### config.mk
export PLATFORM = sky130hd
export DESIGN_NAME = weight_spad
export DESIGN_NICKNAME = d
export VERILOG_FILES = /design/src/rtl/spad_pkg.sv /design/src/rtl/spad_mem.sv /design/src/rtl/weight_spad.sv
export SDC_FILE = /design/constraint.sdc
export NUM_CORES = 1
export LEC_CHECK = 0
export CAP_MARGIN = 30
export CORE_UTILIZATION = 50
export CTS_BUF_LIST = sky130_fd_sc_hd__clkbuf_16
export CTS_CLUSTER_DIAMETER = 30
export DETAILED_ROUTE_END_ITERATION = 10
export DONT_BUFFER_PORTS = 1
export GPL_ROUTABILITY_DRIVEN = 1
export PLACE_DENSITY_LB_ADDON = 0.08
export SYNTH_ARGS = -nofsm -noshare
export SYNTH_HDL_FRONTEND = slang
export SYNTH_HIERARCHICAL = 1
export SYNTH_SLANG_ARGS = --single-unit
export TNS_END_PERCENT = 10
### constraint.sdc
create_clock -name clk -period 4.89 [get_ports clk]
set_clock_uncertainty 0.1 [all_clocks]
set_input_delay 0.489 -clock clk [delete_from_list [all_inputs] [get_ports clk]]
set_output_delay 0.489 -clock clk [all_outputs]
set_load 0.1 [all_outputs]
### src/rtl/spad_pkg.sv
`default_nettype none
// ============================================================================
// Module      : spad_pkg
// Description : Shared types and helpers for the weight scratchpad.
//               - spad_state_e : controller state encoding
//               - spad_depth() : storage depth for a KxK filter
// Revision    : 1.0 - initial release
// ============================================================================
package spad_pkg;

  typedef enum logic [1:0] {
    ST_EMPTY = 2'd0,
    ST_LOAD  = 2'd1,
    ST_FULL  = 2'd2,
    ST_READ  = 2'd3
  } spad_state_e;

  function automatic int spad_depth(input int kernel_size);
    return kernel_size * kernel_size;
  endfunction

endpackage
`default_nettype wire

### src/rtl/spad_mem.sv
`default_nettype none
// ============================================================================
// Module      : spad_mem
// Description : DEPTH x DATA_W register array, one synchronous write port and
//               one synchronous read port. The read register clears on reset
//               and holds its value on cycles without a read.
// Ports       : clk, reset        - clock, synchronous active-high reset
//               wr_en/addr/data   - write port
//               rd_en/addr        - read request, data appears next cycle
//               rd_data           - registered read data
// Revision    : 1.0 - initial release
// ============================================================================
module spad_mem #(
  parameter int DATA_W = 16,
  parameter int DEPTH  = 9,
  parameter int ADDR_W = 4
) (
  input  logic              clk,
  input  logic              reset,
  input  logic              wr_en,
  input  logic [ADDR_W-1:0] wr_addr,
  input  logic [DATA_W-1:0] wr_data,
  input  logic              rd_en,
  input  logic [ADDR_W-1:0] rd_addr,
  output logic [DATA_W-1:0] rd_data
);

  logic [DATA_W-1:0] mem_q [DEPTH];
  logic [DATA_W-1:0] rd_data_q;
  logic [DATA_W-1:0] rd_data_d;

  always_comb begin
    rd_data_d = rd_data_q;
    if (rd_en) rd_data_d = mem_q[rd_addr];
  end

  // Storage carries no reset; contents are don't-care until written.
  always_ff @(posedge clk) begin
    if (wr_en) mem_q[wr_addr] <= wr_data;
  end

  always_ff @(posedge clk) begin
    if (reset) rd_data_q <= '0;
    else       rd_data_q <= rd_data_d;
  end

  assign rd_data = rd_data_q;

endmodule
`default_nettype wire

### src/rtl/weight_spad.sv
`default_nettype none
// ============================================================================
// Module      : weight_spad
// Description : Filter-weight scratchpad for a PE. Loads KERNEL_SIZE**2
//               words from the weight router, then replays them to the PE
//               in order (1-cycle read latency), wrapping for reuse.
// Ports       : clk, reset               - clock, sync active-high reset
//               w_data_spad, load_en_spad - weight write stream
//               clear                     - discard stored filter
//               rd_en                     - PE read request
//               rd_data, rd_valid, rd_last- read response
//               full, ovf_err, par_err    - status
//               wr_count                  - words stored
// Options     : WEIGHT_SPAD_PARITY_EN - store an even-parity bit per entry
//               and flag mismatches on par_err (tied 0 otherwise).
// Revision    : 1.0 - initial release
// ============================================================================
module weight_spad
  import spad_pkg::*;
#(
  parameter int DATA_BITWIDTH      = 16,
  parameter int ADDR_BITWIDTH_SPAD = 9,
  parameter int KERNEL_SIZE        = 3
) (
  input  logic                          clk,
  input  logic                          reset,
  input  logic [DATA_BITWIDTH-1:0]      w_data_spad,
  input  logic                          load_en_spad,
  input  logic                          clear,
  input  logic                          rd_en,
  output logic [DATA_BITWIDTH-1:0]      rd_data,
  output logic                          rd_valid,
  output logic                          rd_last,
  output logic                          full,
  output logic                          ovf_err,
  output logic                          par_err,
  output logic [ADDR_BITWIDTH_SPAD-1:0] wr_count
);

  localparam int DEPTH  = spad_depth(KERNEL_SIZE);
  localparam int MEM_AW = (DEPTH > 1) ? $clog2(DEPTH) : 1;
`ifdef WEIGHT_SPAD_PARITY_EN
  localparam int PAR_BITS = 1;
`else
  localparam int PAR_BITS = 0;
`endif
  localparam int MEM_W = DATA_BITWIDTH + PAR_BITS;

  localparam logic [ADDR_BITWIDTH_SPAD-1:0] LAST_IDX = ADDR_BITWIDTH_SPAD'(DEPTH - 1);
  localparam logic [ADDR_BITWIDTH_SPAD-1:0] ONE      = ADDR_BITWIDTH_SPAD'(1);

  spad_state_e state_q, state_d;
  logic [ADDR_BITWIDTH_SPAD-1:0] wr_count_q, wr_count_d;
  logic [ADDR_BITWIDTH_SPAD-1:0] rd_ptr_q, rd_ptr_d;
  logic ovf_err_q, ovf_err_d;
  logic rd_valid_q, rd_valid_d;
  logic rd_last_q, rd_last_d;

  logic              mem_we;
  logic              mem_re;
  logic [MEM_W-1:0]  mem_wdata;
  logic [MEM_W-1:0]  mem_rdata;

  // --------------------------------------------------------------------------
  // State register
  // --------------------------------------------------------------------------
  always_ff @(posedge clk) begin
    if (reset) begin
      state_q    <= ST_EMPTY;
      wr_count_q <= '0;
      rd_ptr_q   <= '0;
      ovf_err_q  <= 1'b0;
      rd_valid_q <= 1'b0;
      rd_last_q  <= 1'b0;
    end else begin
      state_q    <= state_d;
      wr_count_q <= wr_count_d;
      rd_ptr_q   <= rd_ptr_d;
      ovf_err_q  <= ovf_err_d;
      rd_valid_q <= rd_valid_d;
      rd_last_q  <= rd_last_d;
    end
  end

  // --------------------------------------------------------------------------
  // Next-state logic
  // --------------------------------------------------------------------------
  always_comb begin
    state_d = state_q;
    if (clear) begin
      state_d = ST_EMPTY;
    end else begin
      case (state_q)
        ST_EMPTY: if (load_en_spad) state_d = (DEPTH == 1) ? ST_FULL : ST_LOAD;
        ST_LOAD:  if (load_en_spad && (wr_count_q == LAST_IDX)) state_d = ST_FULL;
        ST_FULL,
        ST_READ:  if (rd_en) state_d = (rd_ptr_q == LAST_IDX) ? ST_FULL : ST_READ;
        default:  state_d = ST_EMPTY;
      endcase
    end
  end

  // --------------------------------------------------------------------------
  // Datapath / output logic
  // --------------------------------------------------------------------------
  always_comb begin
    wr_count_d = wr_count_q;
    rd_ptr_d   = rd_ptr_q;
    ovf_err_d  = ovf_err_q;
    rd_valid_d = 1'b0;
    rd_last_d  = 1'b0;
    mem_we     = 1'b0;
    mem_re     = 1'b0;
    if (clear) begin
      // Same-cycle load/read are dropped.
      wr_count_d = '0;
      rd_ptr_d   = '0;
      ovf_err_d  = 1'b0;
    end else begin
      case (state_q)
        ST_EMPTY,
        ST_LOAD: begin
          // wr_count is zero in EMPTY, so it doubles as the write address.
          if (load_en_spad) begin
            mem_we     = 1'b1;
            wr_count_d = wr_count_q + ONE;
          end
        end
        ST_FULL,
        ST_READ: begin
          if (load_en_spad) ovf_err_d = 1'b1;
          if (rd_en) begin
            mem_re     = 1'b1;
            rd_valid_d = 1'b1;
            rd_last_d  = (rd_ptr_q == LAST_IDX);
            rd_ptr_d   = (rd_ptr_q == LAST_IDX) ? '0 : rd_ptr_q + ONE;
          end
        end
        default: ;
      endcase
    end
  end

`ifdef WEIGHT_SPAD_PARITY_EN
  // Even parity: the stored bit makes the XOR of the whole entry zero.
  assign mem_wdata = {^w_data_spad, w_data_spad};
  assign par_err   = rd_valid_q & (^mem_rdata);
`else
  assign mem_wdata = w_data_spad;
  assign par_err   = 1'b0;
`endif

  spad_mem #(
    .DATA_W (MEM_W),
    .DEPTH  (DEPTH),
    .ADDR_W (MEM_AW)
  ) u_mem (
    .clk     (clk),
    .reset   (reset),
    .wr_en   (mem_we),
    .wr_addr (wr_count_q[MEM_AW-1:0]),
    .wr_data (mem_wdata),
    .rd_en   (mem_re),
    .rd_addr (rd_ptr_q[MEM_AW-1:0]),
    .rd_data (mem_rdata)
  );

  assign rd_data  = mem_rdata[DATA_BITWIDTH-1:0];
  assign rd_valid = rd_valid_q;
  assign rd_last  = rd_last_q;
  assign full     = (state_q == ST_FULL) || (state_q == ST_READ);
  assign ovf_err  = ovf_err_q;
  assign wr_count = wr_count_q;

endmodule
`default_nettype wire

==> impl_metrics.csv <==
group,metric,value,unit
hold_path,holdCritStartpoint,"w_data_spad[14]",
run_status,outcome,"complete, no violations",
cts,cts_tree,"built",
global_routing,largest_net_degree_at_the_start_of_global_routing,47,
cells_and_area,post-route-cell-area,8210,sq um
yosys,leading_area_contributor_after_synthesis,"sky130_fd_sc_hd__edfxtp_1",
cells_and_area,final_util,56.7,%
drt,detail_route.first_pass.iterations,4,
worst_setup_path,worstSetupEndpoint,"u_mem/rd_data[9]",
floorplanning,core_area,14500,sq um
timing,finalHoldViolations,0,
yosys,number_of_flops_mapped_to_enable_cells_by_yosys,144,
pwr,power_leakage,2.49,nW
timing,report.final.setup_viol,0,
pwr,total_power_after_layout,0.00289,W
cts,clock_buffer_count_from_cts,17,
place,placed_area,7640,sq um
floorplanning,chipHeight,123,um
yosys,netlist.area_leader.share,58.6,%
hold_path,worstHoldPathType,"primary input to flop",
timing,setup-tns-final,0,ns
worst_setup_path,r2r_cells,6,
worst_setup_path,r2r_end,"u_mem/rd_data[9]",
worst_setup_path,worstReg2RegStart,"state_q[1]",
cts,post_cts_resized,0,
yosys,ys.warnings.count,6,
global_routing,track_usage,21.8,%
yosys,synth-seq-area-share,69.2,%
global_routing,grt_overflow,0,
cells_and_area,post_route_cells_drive_above_1_share,11.6,%
global_routing,grt_first_pass_wirelength,23400,um
worst_setup_path,end_kind,"flop",
place,placement.io_buffers,0,
place,hpwl,9390,um
cells_and_area,n_antenna_cell,0,
cells_and_area,top_library_cells_by_usage_in_the_layout_fill_and_taps_aside,"144 x sky130_fd_sc_hd__edfxtp_1, 67 x sky130_fd_sc_hd__mux2i_1, 38 x sky130_fd_sc_hd__dfxtp_1, 32 x sky130_fd_sc_hd__a22oi_1, 28 x sky130_fd_sc_hd__a21oi_1",
pwr,power_per_cell_area,352,nW/um^2
yosys,synth_flop_cell,"sky130_fd_sc_hd__edfxtp_1",
flow_run,timing.max_cap.violations,0,
cts,cts-root-buf,"sky130_fd_sc_hd__clkbuf_16",
floorplanning,design.portCount,51,
yosys,synth_cell_types,45,
worst_setup_path,r2r_slack,2.23,ns
timing,unrepaired_setup_endpoints_after_global_routing,"no",
cts,holdBufCountCts,0,
timing,tightest_pin_transition,1.04,ns
yosys,synth_nets,520,
yosys,ys_async_sr_fraction,0,%
worst_setup_path,crit_path_start_kind,"flop",
timing,slew_headroom,30.6,%
cells_and_area,layout_commonest_cell,"sky130_fd_sc_hd__edfxtp_1",
worst_setup_path,worstSetupStartpoint,"state_q[1]",
timing,finalCriticalPeriod,2.66,ns
place,gp_congestion,0.753,
hold_path,hold_depth,0,
drt,avg_vias_per_cell,5.88,
yosys,synthCells,495,
drt,post-route-drc-count,0,
timing,min_period_over_period,54.3,%
cts,cts.sinks,183,
drt,postRouteAntennaNets,0,
cells_and_area,n_fill_cell,1152,
yosys,yosys_register_bits,183,
worst_setup_path,crit_path_max_fanout,33,
pwr,ir_drop,0.229,mV
worst_setup_path,kind_of_critical_path,"flop to flop",
timing,max_freq,377,MHz
floorplanning,fp.dieW,123,um
worst_setup_path,critPathRequiredTime,5.14,ns
worst_setup_path,critPathArrivalTime,2.91,ns
cells_and_area,finish.cell_count_without_fillers,711,
drt,post_detailed_route_wirelength_per_cell,21.9,um
floorplanning,initial_util,50.9,%
timing,timing.final.max_slew_violations,0,
cells_and_area,flow.area_growth_from_synthesis,11.3,%
yosys,avgSynthCellArea,14.9,sq um
drt,dr.first_iter.drc_count,356,
drt,wire_length_reported_by_the_detailed_router,15500,um
drt,vias,4183,
global_routing,first_global_vias,3933,
cells_and_area,final_net_count,541,
global_routing,initial_antenna_violation_count,0,
floorplanning,core.rowCount,44,
cts,post-cts-setup-buffers,0,
cts,cts.reportedPaths.clkPinSlew,0.07,ns
yosys,netlist_top_cells_area,"sky130_fd_sc_hd__edfxtp_1 59%, sky130_fd_sc_hd__dfxtp_1 11%, sky130_fd_sc_hd__mux2i_1 9.1%",
yosys,netlist_area,7380,sq um
place,dp.cells,675,
cts,worst_skew_pair.late_latency,0.42,ns
cts,ctsHtreeMaxLevel,4,
cts,cts_max_path_buffers,2,
floorplanning,die-area,15200,sq um
==> cell type report <==
class,instances,area (sq um),share of cell area (%)
Multi-Input combinational cell,274,2020,24.6
Inverter,11,41.3,0.503
Sequential cell,183,5110,62.3
Clock buffer,17,425,5.18
Clock inverter,13,71.3,0.869
Timing Repair Buffer,29,308,3.75
Tap cell,184,230,2.81
==> worst max-delay path: stages (launching register included) <==
cell                      delay, ns
sky130_fd_sc_hd__dfxtp_1       0.31
sky130_fd_sc_hd__buf_4         0.35
sky130_fd_sc_hd__nand2_2       0.24
sky130_fd_sc_hd__nor2_2        0.13
sky130_fd_sc_hd__buf_4         0.35
sky130_fd_sc_hd__nor3b_4       0.87
sky130_fd_sc_hd__a31o_1        0.24
==> per-layer routing <==
| metal | track usage (%) | up-vias | routed length [um] |
|---|---|---|---|
| li1 | - | 1944 | - |
| met1 | 31.1 | 2123 | 7020 |
| met2 | 33.3 | 112 | 7440 |
| met3 | 6.23 | 4 | 1030 |
| met4 | 4.74 | 0 | 59 |
| met5 | 0 | - | 0 |
==> logic make-up (layout without fill, tap and decap cells) <==
family / after synthesis / count (layout) / synth area share, %
AOI/OAI and AO/OA: 93 / 93 / 8.79
xor gates and xnor gates: 4 / 4 / 0.475
adders and majority gates: 4 / 4 / 0.679
buffers and inverters: 38 / 70 / 3.63
DFF: 183 / 183 / 69.2
muxes: 67 / 67 / 9.09
other: 1 / 1 / 0.0508
and+or+nand+nor: 105 / 105 / 8.07
==> worst min-delay path by stage <==
stage	endpoint
final	u_mem/mem_q[3][14]
after global routing	u_mem/mem_q[3][14]
after CTS	u_mem/mem_q[3][14]
after detailed placement	rd_ptr_q[8]
after global placement	rd_ptr_q[8]
after floorplan	rd_ptr_q[8]
==> synth_stat cells, types with 6 or more instances <==
| master | instances |
|---|---|
| sky130_fd_sc_hd__inv_1 | 11 |
| sky130_fd_sc_hd__a31o_1 | 16 |
| sky130_fd_sc_hd__clkbuf_1 | 6 |
| sky130_fd_sc_hd__o31ai_1 | 6 |
| sky130_fd_sc_hd__o21ai_0 | 6 |
| sky130_fd_sc_hd__mux2i_1 | 67 |
| sky130_fd_sc_hd__nor2_1 | 20 |
| sky130_fd_sc_hd__or3_1 | 7 |
| sky130_fd_sc_hd__buf_2 | 7 |
| sky130_fd_sc_hd__nand2b_1 | 19 |
| sky130_fd_sc_hd__edfxtp_1 | 144 |
| sky130_fd_sc_hd__nand3_1 | 20 |
| sky130_fd_sc_hd__a21oi_1 | 28 |
| sky130_fd_sc_hd__a22oi_1 | 32 |
| sky130_fd_sc_hd__dfxtp_1 | 39 |
| sky130_fd_sc_hd__nand2_1 | 10 |
==> registers in the layout (all words and copies together) (netlist names) <==
signal / cells
state_q: 2
u_mem/mem_q: 144
ovf_err: 1
wr_count: 9
rd_ptr_q: 9
rd_valid: 1
u_mem/rd_data: 16
rd_last: 1
==> report_power, final <==
group	switching [W]	internal, W
clock network	0.000534	0.000632
logic	0.0000275	0.0000105
registers	0.00000210	0.00169
==> through the flow <==
stage | hold WS [ns] | setup WS [ns]
final | 0.0646 | 2.23
after global routing | 0.0391 | 2.10
after CTS | 0.0494 | 2.23
after detailed placement | 0.385 | 2.23
after global placement | 0.362 | 2.28
after floorplan | 0.349 | 1.63
No activity file was read; power rests on OpenSTA's default activity.
